**src/rtl/fetch_unit_if.sv**
```systemverilog
// Fetch-unit bus: start control, ROM port, decode handshake,
// branch redirect and status outputs.
interface fetch_unit_if #(
  parameter int PC_W    = 8,
  parameter int INSTR_W = 9,
  parameter int CNT_W   = 16
) ();
  logic               start_i;
  logic [PC_W-1:0]    start_addr_i;
  logic [PC_W-1:0]    pc_o;
  logic [INSTR_W-1:0] iptr_i;
  logic [INSTR_W-1:0] instr_o;
  logic [PC_W-1:0]    instr_pc_o;
  logic               instr_valid_o;
  logic               instr_ready_i;
  logic               br_taken_i;
  logic [PC_W-1:0]    br_target_i;
  logic               done_o;
  logic [CNT_W-1:0]   cycles_o;

  modport master (
    input  start_i, start_addr_i, iptr_i,
    input  instr_ready_i, br_taken_i, br_target_i,
    output pc_o, instr_o, instr_pc_o,
    output instr_valid_o, done_o, cycles_o
  );

  modport slave (
    output start_i, start_addr_i, iptr_i,
    output instr_ready_i, br_taken_i, br_target_i,
    input  pc_o, instr_o, instr_pc_o,
    input  instr_valid_o, done_o, cycles_o
  );
endinterface

```
**src/rtl/fetch_unit.sv**
```systemverilog
// Instruction fetch front end: PC, one-word buffer to decode,
// branch flush, halt drain. Optional FETCH_CYCLE_CNT_EN counter.
module fetch_unit #(
  parameter int PC_W    = 8,
  parameter int INSTR_W = 9,
  parameter logic [INSTR_W-1:0] HALT_WORD = '0,
  parameter int CNT_W   = 16
) (
  input logic         Clk,
  input logic         Reset,
  fetch_unit_if.master bus
);

  typedef enum logic [1:0] {
    IDLE, RUN, DRAIN, DONE
  } state_t;

  state_t state, state_n;

  logic [PC_W-1:0]    pc;
  logic [INSTR_W-1:0] instr;
  logic [PC_W-1:0]    instr_pc;
  logic               valid;
  logic               done;

  logic go, flush, load, fin, is_halt;

  assign is_halt = (bus.iptr_i == HALT_WORD);

  // state register
  always_ff @(posedge Clk or posedge Reset) begin
    if (Reset) state <= IDLE;
    else       state <= state_n;
  end

  // next state and datapath actions; branch beats load/halt
  always_comb begin
    state_n = state;
    go      = 1'b0;
    flush   = 1'b0;
    load    = 1'b0;
    fin     = 1'b0;
    unique case (state)
      IDLE, DONE: begin
        if (bus.start_i) begin
          go      = 1'b1;
          state_n = RUN;
        end
      end
      RUN: begin
        if (bus.br_taken_i) begin
          flush = 1'b1;
        end else if (!valid || bus.instr_ready_i) begin
          load = 1'b1;
          if (is_halt) state_n = DRAIN;
        end
      end
      DRAIN: begin
        if (bus.br_taken_i) begin
          flush   = 1'b1;
          state_n = RUN;
        end else if (valid && bus.instr_ready_i) begin
          fin     = 1'b1;
          state_n = DONE;
        end
      end
      default: state_n = IDLE;
    endcase
  end

  // PC, instruction buffer and done flag
  always_ff @(posedge Clk or posedge Reset) begin
    if (Reset) begin
      pc       <= '0;
      instr    <= '0;
      instr_pc <= '0;
      valid    <= 1'b0;
      done     <= 1'b0;
    end else if (go) begin
      pc    <= bus.start_addr_i;
      valid <= 1'b0;
      done  <= 1'b0;
    end else if (flush) begin
      pc    <= bus.br_target_i;
      valid <= 1'b0;
    end else if (load) begin
      instr    <= bus.iptr_i;
      instr_pc <= pc;
      valid    <= 1'b1;
      if (!is_halt) pc <= pc + PC_W'(1);
    end else if (fin) begin
      valid <= 1'b0;
      done  <= 1'b1;
    end
  end

  assign bus.pc_o          = pc;
  assign bus.instr_o       = instr;
  assign bus.instr_pc_o    = instr_pc;
  assign bus.instr_valid_o = valid;
  assign bus.done_o        = done;

`ifdef FETCH_CYCLE_CNT_EN
  logic [CNT_W-1:0] cnt;

  // saturating count of RUN/DRAIN cycles
  always_ff @(posedge Clk or posedge Reset) begin
    if (Reset) begin
      cnt <= '0;
    end else if (go) begin
      cnt <= '0;
    end else if ((state == RUN || state == DRAIN) &&
                 cnt != {CNT_W{1'b1}}) begin
      cnt <= cnt + CNT_W'(1);
    end
  end

  assign bus.cycles_o = cnt;
`else
  assign bus.cycles_o = {CNT_W{1'b0}};
`endif

endmodule

```
**src/flat_wrapper.sv**
```systemverilog
// flat-port wrapper written by rule: the top's interface ports become plain ports
module fetch_unit_flat 
#(
  parameter int PC_W    = 8,
  parameter int INSTR_W = 9,
  parameter logic [INSTR_W-1:0] HALT_WORD = '0,
  parameter int CNT_W   = 16
)
  (Clk, Reset, bus_start_i, bus_start_addr_i, bus_iptr_i, bus_instr_ready_i, bus_br_taken_i, bus_br_target_i, bus_pc_o, bus_instr_o, bus_instr_pc_o, bus_instr_valid_o, bus_done_o, bus_cycles_o);
  fetch_unit_if #(.PC_W(PC_W), .INSTR_W(INSTR_W), .CNT_W(CNT_W)) bus_i ();
  input logic Clk;
  input logic Reset;
  input wire logic [$bits(bus_i.start_i)-1:0] bus_start_i;
  input wire logic [$bits(bus_i.start_addr_i)-1:0] bus_start_addr_i;
  input wire logic [$bits(bus_i.iptr_i)-1:0] bus_iptr_i;
  input wire logic [$bits(bus_i.instr_ready_i)-1:0] bus_instr_ready_i;
  input wire logic [$bits(bus_i.br_taken_i)-1:0] bus_br_taken_i;
  input wire logic [$bits(bus_i.br_target_i)-1:0] bus_br_target_i;
  output wire logic [$bits(bus_i.pc_o)-1:0] bus_pc_o;
  output wire logic [$bits(bus_i.instr_o)-1:0] bus_instr_o;
  output wire logic [$bits(bus_i.instr_pc_o)-1:0] bus_instr_pc_o;
  output wire logic [$bits(bus_i.instr_valid_o)-1:0] bus_instr_valid_o;
  output wire logic [$bits(bus_i.done_o)-1:0] bus_done_o;
  output wire logic [$bits(bus_i.cycles_o)-1:0] bus_cycles_o;
  assign bus_i.start_i = bus_start_i;
  assign bus_i.start_addr_i = bus_start_addr_i;
  assign bus_i.iptr_i = bus_iptr_i;
  assign bus_i.instr_ready_i = bus_instr_ready_i;
  assign bus_i.br_taken_i = bus_br_taken_i;
  assign bus_i.br_target_i = bus_br_target_i;
  assign bus_pc_o = bus_i.pc_o;
  assign bus_instr_o = bus_i.instr_o;
  assign bus_instr_pc_o = bus_i.instr_pc_o;
  assign bus_instr_valid_o = bus_i.instr_valid_o;
  assign bus_done_o = bus_i.done_o;
  assign bus_cycles_o = bus_i.cycles_o;
  fetch_unit #(.PC_W(PC_W), .INSTR_W(INSTR_W), .HALT_WORD(HALT_WORD), .CNT_W(CNT_W)) u_core (.Clk(Clk), .Reset(Reset), .bus(bus_i));
endmodule
```
**config.mk**
```make
export PLATFORM = sky130hd
export DESIGN_NAME = fetch_unit_flat
export DESIGN_NICKNAME = d
export VERILOG_FILES = /design/src/rtl/fetch_unit_if.sv /design/src/rtl/fetch_unit.sv /design/src/flat_wrapper.sv
export SDC_FILE = /design/constraint.sdc
export NUM_CORES = 1
export LEC_CHECK = 0
export ABC_AREA = 1
export CAP_MARGIN = 25
export CORE_MARGIN = 3
export CORE_UTILIZATION = 39
export CTS_CLUSTER_SIZE = 28
export DETAILED_ROUTE_END_ITERATION = 7
export HOLD_SLACK_MARGIN = 0.05
export PLACE_DENSITY = 0.84
export REMOVE_ABC_BUFFERS = 1
export SETUP_SLACK_MARGIN = 0.5
export SYNTH_ARGS = -nofsm -noshare
export SYNTH_HDL_FRONTEND = slang
export SYNTH_SLANG_ARGS = --single-unit
```
**constraint.sdc**
```tcl
create_clock -name Clk -period 1.48 [get_ports Clk]
set_input_delay 0.296 -clock Clk [delete_from_list [all_inputs] [get_ports Clk]]
set_output_delay 0.296 -clock Clk [all_outputs]
set_load 0.03 [all_outputs]
```
* Word-level counts from Yosys, hierarchy flattened
Cells that the tools add are included.
** Operators by class
- Add/sub/neg operators :: 1
- Equality and inequality tests :: 11
- Muxes and demuxes :: 29
- Bitwise operators :: 2
- Reduce and logical (&&, ||, !) cells :: 14
** Operators by type and width (count)
- $mux 8 :: 4
- $mux 1 :: 18
- $mux 2 :: 6
- $logic_not 9->1 :: 1
- $add 8x1->8 const B :: 1
- $ne 2x1->1 const B :: 4
- $pmux 2 s3 :: 1
- $reduce_and 3->1 :: 2
- $reduce_and 5->1 :: 1
- $eq 2x2->1 const B :: 2
- $ne 2x2->1 const B :: 2
- $reduce_bool 4->1 :: 1
- $reduce_or 2->1 :: 2
- $ne 3x1->1 const B :: 1
- $ne 3x2->1 const B :: 1
- $reduce_bool 3->1 :: 1
- $eq 2x1->1 const B :: 1
- $logic_not 2->1 :: 1
- $not 1->1 :: 2
- $reduce_and 2->1 :: 1
- $reduce_bool 2->1 :: 1
- $logic_and 1x1->1 :: 1
- $logic_not 1->1 :: 1
- $logic_or 1x1->1 :: 1
** Word-level totals
- Register bits after elaboration :: 29
- Bits of input ports :: 30
- Output and inout bits :: 43
- Word-level logic and storage cells :: 63

* Longest topological paths before layout
Gate-level depths: netlist of run 1.
- Depth after elaboration :: 8
- Mapped depth :: 11
- Mapped depth without buffers :: 11

* Least setup slack after synthesis of run 1
Ideal clock, no wire load.
- Path kind :: register to register
- From :: reg u_core.state[0]
- To :: reg u_core.pc[3], in the netlist u_core.bus.pc_o[3]
- Setup time :: 120 ps
- Arrival time :: 1396 ps
- Required time :: 1360 ps
- Setup slack :: -36 ps
- Stages on the path, launching flop included :: 10
- Period minus slack after synthesis :: 1516 ps
- Cells stage by stage :: dfrtp_1 inv_1 ha_1 nand2_2 nand2_2 inv_2 nand2_4 buf_12 o21ai_2 o21ai_2
** Between the ends
- Longest elaborated chain between the ends :: 5
- Elaborated cells between the ends (all ways) :: 14
- Classes of those cells :: eq/ne (4); mux (5); reduce/logical (5)
** RTL lines
- start: declaration :: line fetch_unit.sv:18 : state_t state, state_n;
- start signal: assignment :: line fetch_unit.sv:33 : else state <= state_n;
- $eq 2x1->1 (tied with other cells) :: line fetch_unit.sv:43 : unique case (state)
- $reduce_or 2->1 (on tied branches)
- $mux 1 (on tied branches)
- $ne 3x1->1 (no source line) (tied with other cells)
- $reduce_and 2->1 (no source line) or $mux 8 (tied branches)
- end signal: assignment :: line fetch_unit.sv:80 : pc <= bus.start_addr_i;
- end signal: assignment :: line fetch_unit.sv:84 : pc <= bus.br_target_i;
- end signal: assignment :: line fetch_unit.sv:90 : if (!is_halt) pc <= pc + PC_W'(1);
- end: declaration :: line fetch_unit.sv:20 : logic [PC_W-1:0] pc;
Several ways; a longest one is shown, not always the timed one.
A chain may end at the register's enable or synchronous reset.

* Final worst setup path of run 1
- From :: reg u_core.state[1]
- To :: reg u_core.pc[3], in the netlist u_core.bus.pc_o[3]
The elaborated chain is that of the path after synthesis.

==> results.cfg, run 1 <==
[cells_and_area]
final_common_cell = nand2_1
fin_cells = 389
drive_above_1_share_pct = 38.9
antennaDiodeCount = 0
finalNetCount = 370
n_fill_cell = 315
final_area_um2 = 3060
area_growth_pct = 69.6
final_cell_mix = nand2_1, buf_4, buf_6, dfrtp_1, clkdlybuf4s50_1

[clock_network]
holdBufCountCts = 0
clkTransAtPathRegs_ns = 0.06
clk_latency_ns = 0.28
cts-buffers-inserted = 5
cts_htree_levels = 2
cts_sinks = 29
cts_buffer_depth = 2
cts_tree = built
clock-root-buffer = clkbuf_8

[routing]
ant_nets = 0
wl_per_cell_um = 15.7
vias = 1982
post_drt_via_cell_ratio = 5.10
post-route-drc-count = 0
drt_iter0_markers = 248
wl_um = 6100
first_pass_iters = 4

[sta]
tns_ns = -0.418
drv_slew = 0
timing.final.ws_setup_ns = -0.0694
setup_viol = 16
rsz0062_at_grt = true
fmax_mhz = 645
hold_violations = 0
period_needed_ns = 1.55
timing.final.crit_share_pct = 105
skew_ns = 0.00614

[placement]
dp_slack_ns = -0.171
gp_routability_congestion = 0.819
hpwl_um = 3490
placed_area_um2 = 2460
place_inst = 350
portBuffers = 56

[critical_path]
start_kind = register
critPathSlowestCell = dfrtp_1
critPathKind = register to register
cpPeakStageDelay_ns = 0.43
cpLargestDelayFamily = flip-flops
crit_chain = ha_4 -> inv_4 -> nand2_8 -> nand2_4 -> inv_4 -> buf_4 -> nand2_1 -> o21ai_2
required_ns = 1.69
crit_path_end_kind = register
worst-path-max-fanout = 5
cp.buffers_inverters = 3
arrival_ns = 1.76
crit_top_cell = inv_4

[die]
die_h_um = 74.0
dieArea_um2 = 5480
core.rowCount = 24
start_util_pct = 40.9
io_pins = 73
core_um2 = 4410
die_x_um = 74.0

[power]
powerDensity_nw_per_um2 = 2320
p_leak_nw = 1.52
p_total_w = 0.00710
irDropWorstVdd_mv = 1.11

[status]
outcome = finished, violations left
failed_checks = setup timing

[global_route]
antenna_found_initial = 0
grt_pass1_wl_um = 9050
grt_max_degree = 30
grt.total_usage_pct = 21.9
grt_pass1_vias = 1855
overflow = 0

[flow_run]
maxCapViolCount = 0

[logic_synthesis]
netlist_instances = 229
synthTopCellsByArea = dfrtp_1, nand2_1, nand3_1
synth-seq-cells = 29
yosysSeqAreaShare_pct = 40.2
ys_types = 29
synth_area_um2 = 1800
yosysTopAreaCell = dfrtp_1
yosysTopAreaCellShare_pct = 40.2
synth.avg_cell_area_um2 = 7.88
ys.warnings.count = 0

[worst_hold_path]
worstHoldPathType = input port to async pin
==> area by class of cell <==
class / count / area (um^2) / share of cell area (%)
Inverter: 26 / 114 / 3.72
Timing Repair Buffer: 100 / 987 / 32.3
Multi-Input combinational cell: 173 / 1060 / 34.6
Sequential cell: 29 / 726 / 23.7
Clock buffer: 7 / 96.3 / 3.15
Timing Repair inverter: 1 / 7.51 / 0.245
Clock inverter: 1 / 5.00 / 0.164
Tap cell: 52 / 65.1 / 2.13
==> cells in the mapped netlist (all sizes together) <==
cell type	number
a21oi	2
nand3	27
xnor2	1
or2	2
o21ai	19
buf	20
nor2	11
conb	1
nand4	1
ha	4
nor3	1
a31oi	1
o211ai	2
nand2	81
inv	26
nand3b	1
dfrtp	29
==> worst min-delay path: cells and delay by family <==
family	cells	cell delay, ns
buffers and inverters	3	0.69
==> kinds of logic after synthesis <==
logic type | after synthesis | synth area share [%]
other cells | 1 | 0.208
simple gates | 124 | 32.6
xor+xnor | 1 | 0.486
fa+ha+maj | 4 | 2.77
buf+inv | 46 | 15.0
flops | 29 | 40.2
compound gates | 24 | 8.67
==> power by group <==
part	leakage (nW)	internal, W	switching (W)	total (W)
clock	0.0542	0.000420	0.000306	0.000725
sequential	0.366	0.00115	0.000274	0.00143
combinational	1.10	0.00218	0.00276	0.00494
total	1.52	0.00375	0.00334	0.00710
==> layer usage <==
layer  up-vias  GRT usage, %  routed length (um)  part of all wire (%)
met5         -             0                   0                     0
met4         0          7.04                 189                   3.1
met3        20          4.86                 466                   7.6
met2       102          38.8                3190                    52
met1       945          26.3                2250                    37
li1        915             -                   -                     -
==> sequential cells by signal, indices dropped and copies added (netlist names) <==
signal	count
u_core.bus.instr_valid_o	1
u_core.state	2
u_core.bus.pc_o	8
u_core.bus.instr_pc_o	8
u_core.bus.instr_o	9
u_core.bus.done_o	1
==> stage by stage <==
stage,util [%],hold slack (ns)
global placement,55.7,0.456
global route,69.3,0.378
CTS,66.1,0.360
detailed placement,55.7,0.461
floorplan,-,0.374
finish,69.3,0.353
==> repair_timing <==
item / 4_1_cts / 5_1_grt
pin swaps: 10 / 4
resized for setup: 208 / 26
setup endpoints to repair: 56 / 56
cloned: 4 / 1
setup buffers: 19 / 7
==> path summary, 6_finish.rpt <==
check | start | end | slack, ns | cells after the start
worst max register to register | u_core.state[1] | u_core.bus.pc_o[3] | -0.07 | 8
worst min register to register | u_core.bus.instr_o[1] | u_core.bus.instr_o[1] | 0.50 | 2
min in group Clk | u_core.bus.instr_o[1] | u_core.bus.instr_o[1] | 0.50 | 2
max in group asynchronous | Reset | u_core.bus.instr_o[6] | 0.96 | 3
worst min-delay path | Reset | u_core.bus.pc_o[2] | 0.35 | 3
worst max-delay path | u_core.state[1] | u_core.bus.pc_o[3] | -0.07 | 8
Note: power is estimated with default switching activity, not from simulation.
==> inputs of run 2 (changes only) <==
--- a/config.mk
+++ b/config.mk
@@ -12,7 +12,7 @@
 export CTS_CLUSTER_SIZE = 28
 export DETAILED_ROUTE_END_ITERATION = 7
 export HOLD_SLACK_MARGIN = 0.05
-export PLACE_DENSITY = 0.84
+export PLACE_DENSITY = 0.77
 export REMOVE_ABC_BUFFERS = 1
 export SETUP_SLACK_MARGIN = 0.5
 export SYNTH_ARGS = -nofsm -noshare
==> results.cfg, run 2 (same netlist as run 1, synthesis figures left out) <==
[status]
outcome = finished, violations left
failed_checks = setup timing

[power]
powerDensity_nw_per_um2 = 2280
internal_power_w = 0.00368
p_switching_w = 0.00328
p_leak_nw = 1.50
switching_share_pct = 47.1
comb_power_share_pct = 69.9
irDropWorstVdd_mv = 1.34
clkPwrFrac_pct = 9.5
seq_power_share_pct = 20.7
p_total_w = 0.00696

[cells_and_area]
area.sequential_um2 = 727
final_area_um2 = 3060
finalNetCount = 368
area_growth_pct = 69.3
largest_register_ffs = 9
antennaDiodeCount = 0
drive_above_1_share_pct = 40.7
final_common_cell = nand2_1
multi_input_area_um2 = 1090
n_fill_cell = 333
final_util_pct = 69.2
final_cell_mix = nand2_1, buf_4, buf_6, clkdlybuf4s50_1, dfrtp_1

[placement]
portBuffers = 56
dp_slack_ns = -0.195
placed_area_um2 = 2450
gp_routability_congestion = 0.814
hpwl_um = 3270

[die]
die_h_um = 74.0
io_pins = 73
die_x_um = 74.0
start_util_pct = 40.9
core_um2 = 4410
core.rowCount = 24
dieArea_um2 = 5480

[sta]
fmax_mhz = 660
skew_ns = 0.00582
timing.final.ws_setup_ns = -0.0353
drv_slew = 0
tns_ns = -0.0606
rsz0062_at_grt = true
timing.final.crit_share_pct = 102
period_needed_ns = 1.52
setup_viol = 4
hold_violations = 0

[routing]
post-route-drc-count = 0
wl_um = 5580
ant_nets = 0
first_pass_iters = 5
post_drt_via_cell_ratio = 4.86
vias = 1875
drt_iter0_markers = 110
wl_per_cell_um = 14.4

[global_route]
antenna_found_initial = 0
grtUsageMet3_pct = 4.73
use_met1_pct = 21.9
met2_usage_pct = 35.4
grt_max_degree = 30
grt_pass1_vias = 1811
grt.total_usage_pct = 19.7
grt_pass1_wl_um = 8250
grt-busiest-layer = met2
overflow = 0

[clock_network]
cts_buffer_depth = 2
clkTransAtPathRegs_ns = 0.06
cts_sinks = 29
cts_htree_levels = 2
cts_tree = built
cts-buffers-inserted = 5
clock-root-buffer = clkbuf_8
clk_latency_ns = 0.28

[critical_path]
required_ns = 1.69
critPathKind = register to register
crit_path_end_kind = register
start_kind = register
arrival_ns = 1.73
worst-path-max-fanout = 4

[flow_run]
maxCapViolCount = 0

[worst_hold_path]
worstHoldPathType = input port to async pin
## run 2: cell count changes in the layout (fill, tap and decap cells not counted), moves of 3 or more
cell / previous run / this run
nand3_1: 22 / 15
nand3_2: 4 / 11
nand2_1: 68 / 64
nand2_2: 7 / 11
buf_12: 3 / 0
inv_4: 5 / 2
nand2_4: 4 / 1
## run 2: final cells by class
cell class	instances	area share (%)
flip-flops and latches	29	23.8
well taps	52	2.13
clock buffers	7	2.83
repair buffers	100	31.4
multi-input cells	171	35.8
repair inverters	1	0.123
inverters	26	3.89
## run 2: timing repair
action | CTS | global route
resized for setup | 207 | 40
buffers inserted | 14 | 10
endpoints found under the setup margin | 56 | 56
pin swaps | 7 | 8
cloned | 3 | 1
hold buffers | 0 | 0
## run 2: worst max-delay path, cell delays in order (launching register included)
cell and delay, ns:
dfrtp_1 0.43, ha_4 0.34, inv_4 0.06, nand2_8 0.09
nand2_8 0.08, buf_6 0.12, o211ai_1 0.16, nand2_1 0.09
o21ai_2 0.06
## run 2: through the flow
stage	hold slack, ns	std cells
global placement	0.454	351
detailed placement	0.459	351
CTS	0.401	375
finish	0.394	386
floorplan	0.374	224
global route	0.427	386
## run 2: metal layers
layer | routed length, um | part of all wire, %
met3 | 270 | 4.8
met2 | 2980 | 53
met5 | 0 | 0
met4 | 97 | 1.7
met1 | 2230 | 40
## run 2: power by group through the flow
stage                     Combinational (W)  Sequential [W]  Clock [W]
after floorplan                     0.00147         0.00204          0
after global placement              0.00343         0.00137          0
after detailed placement            0.00349         0.00139          0
after CTS                           0.00423         0.00143   0.000678
after global routing                0.00522         0.00147   0.000710
final                               0.00487         0.00144   0.000659
## run 2: worst paths after layout
check / from / end / slack, ns / depth (start not counted)
worst max register to register: u_core.state[1] / u_core.bus.pc_o[0] / -0.04 / 8
max in group asynchronous: Reset / u_core.bus.pc_o[3] / 0.78 / 3
worst min register to register: u_core.bus.instr_pc_o[3] / u_core.bus.instr_pc_o[3] / 0.52 / 2
worst min-delay path: Reset / u_core.bus.instr_pc_o[4] / 0.39 / 3
worst max-delay path: u_core.state[1] / u_core.bus.pc_o[0] / -0.04 / 8
min in group Clk: u_core.bus.instr_pc_o[3] / u_core.bus.instr_pc_o[3] / 0.52 / 2
